### src/rtl/cpu_mem_pkg.sv
// Shared types and widths for the single-ported memory arbiter.
package cpu_mem_pkg;

  localparam int unsigned AW       = 15;
  localparam int unsigned DW       = 16;
  localparam int unsigned STREAK_W = 4;

  typedef enum logic [1:0] {
    RSP_NONE  = 2'd0,
    RSP_FETCH = 2'd1,
    RSP_DATA  = 2'd2
  } rsp_owner_e;

  typedef struct packed {
    logic [AW-1:0] addr;
    logic          wen;
    logic [DW-1:0] wdata;
  } mem_cmd_t;

endpackage

### src/rtl/arb_streak_ctr.sv
// Saturating count of consecutive data grants taken while fetch is waiting.
module arb_streak_ctr
  import cpu_mem_pkg::*;
#(
  parameter int unsigned MAX = 4
) (
  input  logic clk,
  input  logic rst_n,
  input  logic inc,
  input  logic clr,
  output logic at_max
);

  logic [STREAK_W-1:0] count;

  always_ff @(posedge clk or negedge rst_n) begin
    if (!rst_n) begin
      count <= '0;
    end else if (clr) begin
      count <= '0;
    end else if (inc && (count != STREAK_W'(MAX))) begin
      count <= count + STREAK_W'(1);
    end
  end

  assign at_max = (count == STREAK_W'(MAX));

endmodule

### src/rtl/mem_port_arbiter.sv
// Shares one single-ported word memory between instruction fetch and data
// load/store, data-first with a bounded streak so fetch always progresses.
module mem_port_arbiter
  import cpu_mem_pkg::*;
#(
  parameter int unsigned MAX_DATA_STREAK = 4
) (
  input  logic          clk,
  input  logic          rst_n,
  input  logic          f_req_valid,
  input  logic [AW-1:0] f_req_addr,
  output logic          f_req_ready,
  input  logic          f_flush,
  output logic          f_rsp_valid,
  output logic [DW-1:0] f_rsp_data,
  input  logic          d_req_valid,
  input  logic          d_req_we,
  input  logic [AW-1:0] d_req_addr,
  input  logic [DW-1:0] d_req_wdata,
  output logic          d_req_ready,
  output logic          d_rsp_valid,
  output logic [DW-1:0] d_rsp_data,
  output logic [AW-1:0] mem_addr,
  output logic          mem_wen,
  output logic [DW-1:0] mem_wdata,
  input  logic [DW-1:0] mem_rdata
);

  rsp_owner_e    owner_q, owner_d;
  logic [AW-1:0] addr_q;
  logic          fetch_ok;
  logic          at_max;
  logic          d_gnt;
  logic          f_gnt;
  mem_cmd_t      cmd;

  // Grants are gated by rst_n so nothing reaches the memory while in reset.
  assign fetch_ok = f_req_valid && !f_flush;
  assign d_gnt    = rst_n && d_req_valid && !(fetch_ok && at_max);
  assign f_gnt    = rst_n && fetch_ok && !d_gnt;

  assign f_req_ready = f_gnt;
  assign d_req_ready = d_gnt;

  arb_streak_ctr #(
    .MAX (MAX_DATA_STREAK)
  ) u_streak (
    .clk    (clk),
    .rst_n  (rst_n),
    .inc    (d_gnt && fetch_ok),
    .clr    (f_gnt || !fetch_ok),
    .at_max (at_max)
  );

  // Memory command mux; the address holds its last value on idle cycles.
  always_comb begin
    cmd.addr  = addr_q;
    cmd.wen   = 1'b0;
    cmd.wdata = rst_n ? d_req_wdata : '0;
    if (d_gnt) begin
      cmd.addr = d_req_addr;
      cmd.wen  = d_req_we;
    end else if (f_gnt) begin
      cmd.addr = f_req_addr;
    end
  end

  assign mem_addr  = cmd.addr;
  assign mem_wen   = cmd.wen;
  assign mem_wdata = cmd.wdata;

  always_ff @(posedge clk or negedge rst_n) begin
    if (!rst_n) begin
      addr_q  <= '0;
      owner_q <= RSP_NONE;
    end else begin
      addr_q  <= cmd.addr;
      owner_q <= owner_d;
    end
  end

  // Who owns next cycle's read data; stores produce no response.
  always_comb begin
    owner_d = RSP_NONE;
    if (f_gnt) begin
      owner_d = RSP_FETCH;
    end else if (d_gnt && !d_req_we) begin
      owner_d = RSP_DATA;
    end
  end

  assign f_rsp_valid = (owner_q == RSP_FETCH) && !f_flush;
  assign d_rsp_valid = (owner_q == RSP_DATA);
  assign f_rsp_data  = mem_rdata;
  assign d_rsp_data  = mem_rdata;

endmodule
### config.mk
export PLATFORM = sky130hd
export DESIGN_NAME = mem_port_arbiter
export DESIGN_NICKNAME = d
export VERILOG_FILES = /design/src/rtl/cpu_mem_pkg.sv /design/src/rtl/arb_streak_ctr.sv /design/src/rtl/mem_port_arbiter.sv
export SDC_FILE = /design/constraint.sdc
export NUM_CORES = 1
export LEC_CHECK = 0
export CAP_MARGIN = 20
export CORE_ASPECT_RATIO = 0.7
export CORE_MARGIN = 2
export CORE_UTILIZATION = 29
export DETAILED_ROUTE_END_ITERATION = 8
export GPL_ROUTABILITY_DRIVEN = 0
export PLACE_DENSITY = 0.78
export SYNTH_ARGS = -nofsm -noshare
export SYNTH_HDL_FRONTEND = slang
export SYNTH_HIERARCHICAL = 1
export SYNTH_SLANG_ARGS = --single-unit
### constraint.sdc
create_clock -name clk -period 2.4 [get_ports clk]
set_input_delay 0.72 -clock clk [delete_from_list [all_inputs] [get_ports clk]]
set_output_delay 0.72 -clock clk [all_outputs]
set_load 0.01 [all_outputs]
==> summary.txt, run 1 <==
======================================================================================
Largest delay share family, worst path                                    buffers and inverters
Non-Filler Cell Area, Final                                                   2660 µm²
Placed cell areas                                                             2420 µm²
Max Fanout on Critical Path                                                          5
P per Cell Area                                                             422 nW/µm²
Clock latency of the later-clocked register in the worst-skew pair             0.26 ns
Path type of the worst setup path                                              reg2out
RSZ-0062 raised after global routing                                               yes
Clock tree from TritonCTS                                                        built
Number of pins exceeding their max-slew limit in the final report                    0
First-pass GRT wire length                                                     6.15 mm
Area fraction in compound gates after synthesis                                  2.44%
Critical Path Start Type                                                     flip-flop
Maximum number of pins on one net before global-route repair                        26
Critical path cell sequence                                               inv_2 > ha_4 > nand3b_4 > inv_2 > nand3b_1 > nand3_4 > buf_6 > buf_6 > mux2_4 > buf_6
Maximum clock frequency                                                        377 MHz
H-Tree Level Count                                                                   1
P&R area growth vs syn                                                           73.1%
Fraction of layout cells with a size suffix above 1                              47.3%
Post-detailed-route DRC marker count                                                 0
Final setup skew                                                            0.00167 ns
Initial Util                                                                     29.7%
Largest family of logic cells by synthesized area                         multiplexers
Start point of the critical path                                          u_streak/count[1]
Die Span X                                                                       91 µm
Adder and majority cell fraction of the synthesized area                         1.63%
Die area                                                                      5910 µm²
Wire per inst                                                                  13.2 µm
Most instantiated flip-flop cell in the synthesis netlist                      dfrtp_1
Total standard cell area after synthesis                                      1540 µm²
Commonest cells in the synthesized netlist                                buf_4, dfrtp_1, mux2_4
Top cell type's share of synthesized area                                        34.2%
CP max stage delay                                                             0.40 ns
Library cell contributing the largest single delay on the critical path        dfrtp_1
TritonRoute pass-1 iters                                                             5
Critical path required time                                                    1.68 ns
Fin crit share                                                                    110%
Drt initial violations                                                              27
Worst path setup slack after routing                                         -0.250 ns
Post-detailed-routing wire length                                              3.91 mm
CTS sink count                                                                      21
Vias in the first global route                                                    1288
Number of buffers created by CTS                                                     3
Type of the worst min-delay path                                              in2async
Outcome                                                                   finished, violations left
Mean number of vias per cell                                                      4.16
Minimum setup slack after placement                                          -0.921 ns
Initial antenna violation count                                                      0
Total gr overflow                                                                    0
Simple-gate portion of the synthesized area                                      16.8%
Final-report setup violation count                                                  17
Number of top-level pins                                                           136
Core area                                                                     5170 µm²
Xor/xnor share of the synthesized area                                              0%
Main area contributors after synthesis                                    dfrtp_1, buf_4, mux2_4
Post-synth cell types                                                               26
Antenna Nets Post-Route                                                              0
Number of flops mapped to enable cells by yosys                                      0
Yosys warning count                                                                  6
IO buf count                                                                        87
Clock-pin slew on the worst setup and hold paths                               0.07 ns
Multiplexer share of the synthesized area                                        25.9%
Async set-reset flop share out of synthesis                                       100%
Number of nets at the end of the flow                                              295
CP bufs+invs                                                                         5
Synthesized net count                                                              207
Worst EP arrival                                                               1.93 ns
Number of buffers on the longest clock path                                          2
MaxCap Viol Count                                                                    0
Highest ir drop seen on vdd                                                 0.000228 V
Chip Height                                                                    64.9 µm
Leading area contributor after synthesis                                       dfrtp_1
Multi-input combinational cell area                                            783 µm²
Sequential fraction of the synthesis area                                        34.2%
N_diodes                                                                             0
Area of all sequential standard cells                                          526 µm²
Placed cells                                                                       283
Transition time at the pin with the least slew margin                         0.224 ns
Leakage Power                                                                  1.30 nW
# fillers                                                                          507
Final hold violation count                                                           0
Mean post-synth cell area                                                     11.2 µm²
Reg-to-reg critical path startpoint                                       u_streak/count[1]
Vias                                                                              1232
Number of register bits inferred by synthesis                                       21
Cell Count, Final, Fillers Out                                                     296
Kind of end point of the critical path                                     output port
Critical Path Most Common Cell                                                   buf_6
Row count                                                                           22
Min cycle time layout                                                          2.65 ns
Worst slew margin                                                                85.1%
Overall routing resource usage                                                   13.3%
Syn Inst Count                                                                     137
Root Buffer Master                                                            clkbuf_8
Failing checks                                                            negative setup slack
Half-perimeter wire length after detailed placement                            2.80 mm
Leading cell type by number of instances after synthesis                         buf_4
======================================================================================
-- metal layers --
layer  track usage (%)  wire (µm)  vias up
met5                 0          0        -
met4              1.70          8        0
met3              5.58        340        2
met2              22.6       1840       65
met1              16.4       1720      567
li1                  -          -      598
-- per-stage QoR --
stage | setup TNS (ns) | utilization, % | power, W | hold slack, ns
after floorplan | 0 | - | 0.000650 | 0.424
after global placement | -19.45 | 46.7 | 0.000842 | 0.601
after detailed placement | -19.64 | 46.7 | 0.000848 | 0.604
after CTS | -4.01 | 51.2 | 0.00113 | 0.535
after global routing | -4.66 | 51.4 | 0.00118 | 0.547
final | -3.46 | 51.4 | 0.00112 | 0.535
-- cell usage in the layout (no fill, tap or decap), types with 3 or more instances in the layout --
| cell | synthesis | layout |
|---|---|---|
| and2_2 | 7 | 7 |
| a21oi_1 | 4 | 4 |
| inv_2 | 1 | 3 |
| mux2_2 | 14 | 6 |
| clkdlybuf4s50_1 | 0 | 48 |
| buf_12 | 0 | 4 |
| clkbuf_8 | 0 | 3 |
| dlygate4sd2_1 | 0 | 18 |
| buf_6 | 2 | 23 |
| dfrtp_1 | 21 | 21 |
| and2_1 | 9 | 9 |
| nand3_1 | 3 | 3 |
| mux2_4 | 16 | 24 |
| nor2_1 | 4 | 3 |
| buf_4 | 33 | 22 |
-- power by group --
| part | total (W) | switching, W | internal, W |
|---|---|---|---|
| combinational | 0.000491 | 0.000155 | 0.000336 |
| sequential | 0.000406 | 0.0000103 | 0.000395 |
| clock | 0.000226 | 0.000108 | 0.000118 |
-- logic make-up after synthesis --
group                    after synthesis
buffers and inverters                 41
AO/OA/AOI/OAI                          6
adder cells (fa/ha/maj)                2
multiplexers                          30
flip-flops                            21
AND/OR/NAND/NOR                       37
-- what timing repair did --
item | CTS | global route
endpoints found under the setup margin | 35 | 18
buffers inserted | 9 | 2
hold buffers | 0 | 0
resized for setup | 136 | 10
cloned | 2 | 0
pin swaps | 3 | 2
-- worst reg2reg max path: stages (launching register included) --
cell and delay (ns):
dfrtp_1 0.40, inv_2 0.09, ha_4 0.14, nand3b_4 0.07
inv_2 0.06, nand3b_1 0.13, nand3_4 0.11, buf_6 0.12
buf_6 0.12, mux2_4 0.31, buf_4 0.14, buf_4 0.12
-- final timing paths --
path	end	cells after the start	slack (ns)
setup / recovery	mem_addr[7]	10	-0.25
hold reg to reg	addr_q[5]	2	0.63
hold / removal	addr_q[12]	3	0.54
setup reg to reg	addr_q[7]	11	0.50
max in group asynchronous	u_streak/count[0]	4	1.48
min in group clk	addr_q[5]	2	0.63
-- flip-flops by register name, summed over array words and instances (netlist names) --
name	count
u_streak/count	4
owner_q	2
addr_q	15
-- layout make-up --
class | instances | area share (%)
repair buffers | 119 | 44.9
multi-input cells | 75 | 29.4
flip-flops and latches | 21 | 19.8
well taps | 72 | 3.39
clock buffers | 4 | 1.69
inverters | 5 | 0.800
Power figures use the tool's default switching activity.
==> run 2, diff against run 1 <==
- CORE_MARGIN: 2 -> 1
- CORE_UTILIZATION: 29 -> 28
- PLACE_DENSITY: 0.78 -> 0.76
- SYNTH_HIERARCHICAL: 1 -> not set
==> run 2 against run 1 <==
The flow still finishes with violations (negative setup slack); clock power about the same; worst setup slack improved by 0.0082 ns; sequential power about the same; critical endpoint is now mem_addr[6]; largest power group unchanged.
==> summary.txt, run 2 <==
======================================================================================
Outcome                                                                   finished, violations left
Failing checks                                                            negative setup slack
MaxCap Viol Count                                                                    0   unchanged
Max Fanout on Critical Path                                                          5   unchanged
Number of pins exceeding their max-slew limit in the final report                    0   unchanged
Async set-reset flop share out of synthesis                                       100%   unchanged
Number of buffers on the longest clock path                                          2   unchanged
IO buf count                                                                        87   unchanged
Initial antenna violation count                                                      0   unchanged
Antenna Nets Post-Route                                                              0   unchanged
Critical path cell sequence                                               inv_2 > ha_4 > nand3b_1 > o21bai_4 > buf_6 > buf_12 > mux2_4 > buf_6
Worst EP arrival                                                               1.92 ns   about the same
Hold-fix buffers at CTS                                                              0   unchanged
Final Hold Slack                                                              0.449 ns   -0.0865 ns
Post-detailed-routing wire length                                              3.83 mm   -2.1%
Core area                                                                     5260 µm²   +1.6%
Registers with the highest flip-flop counts                               addr_q (15), u_streak.count (4), owner_q (2)
Final setup skew                                                            0.00527 ns   +0.00360 ns
Transition time at the pin with the least slew margin                         0.226 ns   +0.00220 ns
Min cycle time layout                                                          2.64 ns   -0.00822 ns
Mean post-synth cell area                                                     11.3 µm²   +0.57%
Max FFs per register                                                                15   unchanged
CP max stage delay                                                             0.39 ns   about the same
Sum of negative setup slack                                                   -3.44 ns   +0.0169 ns
Critical Path Most Common Cell                                                   buf_6
N_diodes                                                                             0   unchanged
Type of the worst min-delay path                                              in2async
Post-detailed-route DRC marker count                                                 0   unchanged
Number of nets at the end of the flow                                              296   +0.34%
Initial Util                                                                     29.2%   -0.51 points
H-Tree Level Count                                                                   1   unchanged
Critical Path Start Type                                                     flip-flop
Largest delay share family, worst path                                    buffers and inverters
Clock-pin slew on the worst setup and hold paths                               0.07 ns   about the same
Worst path setup slack after routing                                         -0.242 ns   +0.00822 ns
Final-report setup violation count                                                  17   unchanged
Maximum clock frequency                                                        378 MHz   +0.31%
Power consumption                                                            0.00114 W   +1.2%
First-pass GRT wire length                                                     6.22 mm   +1.1%
Wire per inst                                                                  12.9 µm   -2.5%
Clock tree from TritonCTS                                                        built
Most instantiated flip-flop cell in the synthesis netlist                      dfrtp_1
Total standard cell area after synthesis                                      1530 µm²   -0.16%
Synthesized net count                                                              206   -0.48%
TritonRoute pass-1 iters                                                             4   -1
Total gr overflow                                                                    0   unchanged
Root Buffer Master                                                            clkbuf_8
Number of buffers created by CTS                                                     3   unchanged
Yosys warning count                                                                  0   -6
Multi-input combinational cell area                                            788 µm²   +0.64%
Post-synth cell types                                                               27   +3.8%
Commonest cells in the synthesized netlist                                buf_4, dfrtp_1, mux2_4
RSZ-0062 raised after global routing                                               yes
Clock latency of the later-clocked register in the worst-skew pair             0.26 ns   about the same
Kind of end point of the critical path                                     output port
Row count                                                                           22   unchanged
CP bufs+invs                                                                         4   -1
Maximum number of pins on one net before global-route repair                        33   +27%
Die Span X                                                                     90.5 µm   -0.59%
Placed cell areas                                                             2390 µm²   -0.98%
Leading cell type in the layout, fill and taps excluded                   clkdlybuf4s50_1
Syn Inst Count                                                                     136   -0.73%
Number of flops mapped to enable cells by yosys                                      0   unchanged
Highest ir drop seen on vdd                                                 0.000307 V   +34%
Worst slew margin                                                                84.9%   -0.15 points
Half-perimeter wire length after detailed placement                            2.74 mm   -2.1%
Vias                                                                              1252   +1.6%
Die area                                                                      5780 µm²   -2.1%
P per Cell Area                                                             426 nW/µm²   +0.89%
Fin crit share                                                                    110%   -0.34 points
Final hold violation count                                                           0   unchanged
Leading cell type by number of instances after synthesis                         buf_4
Number of top-level pins                                                           136   unchanged
Fraction of layout cells with a size suffix above 1                              43.6%   -3.8 points
Register with the most flip-flops                                               addr_q
# fillers                                                                          488   -3.7%
Number of register bits inferred by synthesis                                       21   unchanged
Main area contributors after synthesis                                    dfrtp_1, mux2_4, buf_4
Path type of the worst setup path                                              reg2out
Mean number of vias per cell                                                      4.22   +1.3%
CTS sink count                                                                      21   unchanged
Drt initial violations                                                              21   -22%
Vias in the first global route                                                    1281   -0.54%
Leading area contributor after synthesis                                       dfrtp_1
Area of all sequential standard cells                                          526 µm²   unchanged
Top cell type's share of synthesized area                                        34.3%   +0.056 points
P&R area growth vs syn                                                           73.9%
Library cell contributing the largest single delay on the critical path        dfrtp_1
Leakage Power                                                                  1.31 nW   +0.88%
Chip Height                                                                    63.9 µm   -1.5%
Leading cell types in the layout, fill and taps excluded                  clkdlybuf4s50_1, buf_4, mux2_4
Overall routing resource usage                                                   13.6%   +0.22 points
Sequential fraction of the synthesis area                                        34.3%   +0.056 points
Critical path required time                                                    1.68 ns   about the same
Non-Filler Cell Area, Final                                                   2670 µm²   +0.28%
======================================================================================
## run 2: cell types whose count changed in the layout (fill, tap and decap cells not counted), sizes merged, moves of 2 or more
cell,change
nand3,-3
a21o,-2
a21oi,-2
nand2b,+2
nand3b,-2
buf,+4
a31oi,+3
dlygate4sd2,-2
## run 2: per-stage QoR
step / setup slack (ns) / cells / util [%]
floorplan: 0.00621 / 136 / -
global placement: -0.904 / 277 / 45.5
CTS: -0.301 / 295 / 50.7
detailed placement: -0.920 / 277 / 45.5
global route: -0.307 / 297 / 50.7
finish: -0.242 / 297 / 50.7
## run 2: path summary, 6_finish.rpt
check	startpoint	end	slack, ns	cells past startpoint
worst max-delay path	u_streak.count[1]	mem_addr[6]	-0.24	8
worst min-delay path	rst_n	owner_q[1]	0.45	2
worst max register to register	u_streak.count[1]	addr_q[7]	0.50	9
worst min register to register	addr_q[3]	addr_q[3]	0.63	2
max in group asynchronous	rst_n	addr_q[13]	1.74	2
min in group clk	addr_q[3]	addr_q[3]	0.63	2
## run 2: what timing repair did
item,CTS,global route
pin swaps,4,3
setup endpoints to repair,35,18
setup buffers,12,5
gates resized for setup,139,5
cloned,3,0
## run 2: cell families (layout without fill, tap and decap cells)
logic type               Yosys count  count (layout)  share of synthesized area [%]
AO/OA/AOI/OAI                      7               7                           3.02
flip-flops                        21              21                           34.3
AND/OR/NAND/NOR                   34              34                           15.1
adder cells (fa/ha/maj)            2               2                           1.63
multiplexers                      30              30                           26.4
buffers and inverters             42             131                           19.6
## run 2: routing by layer
layer | vias to the layer above | track usage, % | routed length, µm
met4 | 0 | 1.41 | 0
met3 | 0 | 5.36 | 323
li1 | 602 | - | -
met5 | - | 0 | 0
met1 | 597 | 17.3 | 1710
met2 | 53 | 22.3 | 1790
## run 2: layout make-up
| cell class | instances | share of cell area (%) |
|---|---|---|
| clock buffer | 4 | 1.69 |
| inverter | 5 | 0.704 |
| timing repair buffer | 122 | 45.0 |
| sequential | 21 | 19.7 |
| tap | 72 | 3.38 |
| multi-input combinational | 73 | 29.5 |
## run 2: worst register-to-register path: stages (launching register included)
cell      delay [ns]
dfrtp_1         0.39
inv_2           0.08
ha_4            0.13
nand3b_1        0.15
o21bai_4        0.21
buf_6           0.15
buf_12          0.12
mux2_4          0.31
buf_4           0.14
buf_4           0.12
## run 2: power breakdown
part | internal (W) | leakage, nW | switching (W)
Sequential | 0.000396 | 0.258 | 0.0000123
Clock | 0.000118 | 0.0228 | 0.000109
Combinational | 0.000343 | 1.03 | 0.000157
==> run 3, diff against run 2 <==
- SETUP_SLACK_MARGIN: not set -> 0.3
==> run 3 against run 2 <==
The run still ends with negative setup slack left; critical path depth did not move; clock power is 5% higher; via count increased by 2.4%; first-iteration DRC count grew 62%.
==> summary.txt, run 3 (synthesized netlist as in run 2, its figures left out) <==
=================================================================================
Maximum clock frequency                                                   374 MHz   -1.1%
Max FFs per register                                                           15   unchanged
Worst EP arrival                                                          1.95 ns   +0.03 ns
Transition time at the pin with the least slew margin                    0.352 ns   +0.127 ns
Sw Share                                                                    25.6%   +1.1 points
Clock-pin slew on the worst setup and hold paths                          0.08 ns   about the same
Failing checks                                                       negative setup slack
CTS sink count                                                                 21   unchanged
Registers with the highest flip-flop counts                          addr_q (15), u_streak.count (4), owner_q (2)
RSZ-0062 raised after global routing                                          yes
Maximum number of pins on one net before global-route repair                   28   -15%
Min cycle time layout                                                     2.67 ns   +0.0285 ns
Post-detailed-routing wire length                                         4.10 mm   +7.1%
Highest ir drop seen on vdd                                            0.000335 V   +9.3%
Vias in the first global route                                               1333   +4.1%
Clock latency of the later-clocked register in the worst-skew pair        0.26 ns   about the same
Outcome                                                              finished, violations left
TritonRoute pass-1 iters                                                        4   unchanged
Chip Height                                                               63.9 µm   unchanged
Number of top-level pins                                                      136   unchanged
Root Buffer Master                                                       clkbuf_8
Final-report setup violation count                                             17   unchanged
Leakage Power                                                             1.33 nW   +1.7%
Antenna Nets Post-Route                                                         0   unchanged
Die area                                                                 5780 µm²   unchanged
Placed cells                                                                  282   +1.8%
Mean number of vias per cell                                                 4.22   about the same
Number of buffers on the longest clock path                                     2   unchanged
Number of pins exceeding their max-slew limit in the final report               0   unchanged
N_diodes                                                                        0   unchanged
Worst slew margin                                                           76.5%   -8.4 points
P&R area growth vs syn                                                      72.2%
Kind of end point of the critical path                                output port
Register with the most flip-flops                                          addr_q
Clock tree from TritonCTS                                                   built
Wire per inst                                                             13.5 µm   +4.7%
Drt initial violations                                                         34   +62%
Reg-to-reg critical path startpoint                                  u_streak.count[1]
Critical Path Start Type                                                input pin
Initial antenna violation count                                                 0   unchanged
Initial Util                                                                29.2%   unchanged
Final setup skew                                                       0.00349 ns   -0.00178 ns
Max Fanout on Critical Path                                                     4   -1
Internal portion of total power                                        0.000845 W   -1.5%
Post-detailed-route DRC marker count                                            0   unchanged
Sum of negative setup slack                                              -3.97 ns   -0.530 ns
Total gr overflow                                                               0   unchanged
Type of the worst min-delay path                                         in2async
H-Tree Level Count                                                              1   unchanged
Fraction of layout cells with a size suffix above 1                         53.0%   +9.5 points
Vias                                                                         1282   +2.4%
Half-perimeter wire length after detailed placement                       2.89 mm   +5.2%
Number of nets at the end of the flow                                         303   +2.4%
Worst path setup slack after routing                                    -0.271 ns   -0.0285 ns
Core area                                                                5260 µm²   unchanged
Leading cell type in the layout, fill and taps excluded                     buf_6
Cell Count, Final, Fillers Out                                                304   +2.4%
Overall routing resource usage                                              14.3%   +0.74 points
Final hold violation count                                                      0   unchanged
Leading cell types in the layout, fill and taps excluded             buf_6, clkdlybuf4s50_1, buf_4
Number of buffers created by CTS                                                3   unchanged
P per Cell Area                                                        430 nW/µm²   +0.98%
MaxCap Viol Count                                                               0   unchanged
Die Span X                                                                90.5 µm   unchanged
First-pass GRT wire length                                                6.49 mm   +4.3%
Combinational share of power                                                43.2%   -0.8 points
Sequential share of power                                                   35.8%   -0.2 points
Start point of the critical path                                          f_flush
Critical path required time                                               1.68 ns   about the same
IO buf count                                                                   87   unchanged
Minimum setup slack after placement                                     -0.951 ns   -0.0311 ns
Path type of the worst setup path                                          in2out
Net switching component of the power                                   0.000290 W   +4.4%
Row count                                                                      22   unchanged
Fin crit share                                                               111%   +1.2 points
Clock power share                                                           21.0%   +1.0 points
=================================================================================
## run 3: metrics by stage
| stage | total power, W | hold WS [ns] | instance area, µm² | util (%) |
|---|---|---|---|---|
| finish | 0.00114 | 0.475 | 2640 | 50.2 |
| global route | 0.00120 | 0.495 | 2640 | 50.2 |
| CTS | 0.00114 | 0.488 | 2610 | 49.6 |
| detailed placement | 0.000862 | 0.603 | 2440 | 46.3 |
| global placement | 0.000855 | 0.601 | 2440 | 46.3 |
| floorplan | 0.000663 | 0.424 | 1560 | - |
## run 3: power by group through the flow
stage	clock network (W)	logic, W	registers [W]
after global routing	0.000271	0.000522	0.000411
after CTS	0.000249	0.000488	0.000407
after detailed placement	0	0.000448	0.000414
after global placement	0	0.000443	0.000412
final	0.000238	0.000490	0.000407
after floorplan	0	0.000252	0.000411
## run 3: critical path: stages
cell	delay [ns]
buf_6	0.10
buf_6	0.10
nand2b_4	0.14
o21bai_4	0.20
buf_6	0.15
buf_6	0.11
mux2_4	0.30
buf_6	0.12
## run 3: cell type report
| cell class | instances | area, µm² |
|---|---|---|
| Fill cell | 532 | 2620 |
| Inverter | 5 | 18.8 |
| Tap cell | 72 | 90.1 |
| Clock buffer | 4 | 45.0 |
| Timing Repair Buffer | 129 | 1180 |
| Multi-Input combinational cell | 73 | 785 |
| Sequential cell | 21 | 526 |
## run 3: final timing paths
path	endpoint	slack, ns	depth (start not counted)
worst max-delay path	mem_addr[4]	-0.27	8
worst max register to register	addr_q[7]	0.52	9
max in group asynchronous	addr_q[0]	1.66	2
worst min register to register	addr_q[12]	0.63	2
worst min-delay path	owner_q[0]	0.47	2
min in group clk	addr_q[12]	0.63	2
## run 3: what timing repair did
action / 4_1_cts / 5_1_grt
setup buffers: 14 / 3
hold endpoints to repair: 0 / 0
endpoints found under the setup margin: 38 / 20
hold buffers: 0 / 0
pin swaps: 18 / 0
gates resized for setup: 209 / 5
gates cloned: 1 / 0
## run 3: metal layers
layer  GRT usage (%)  vias up  part of all wire (%)
met1            17.3      619                    42
met2            25.1       48                    51
met5               0        -                     0
li1                -      615                     -
met4            1.61        0                     0
met3            5.24        0                   7.2
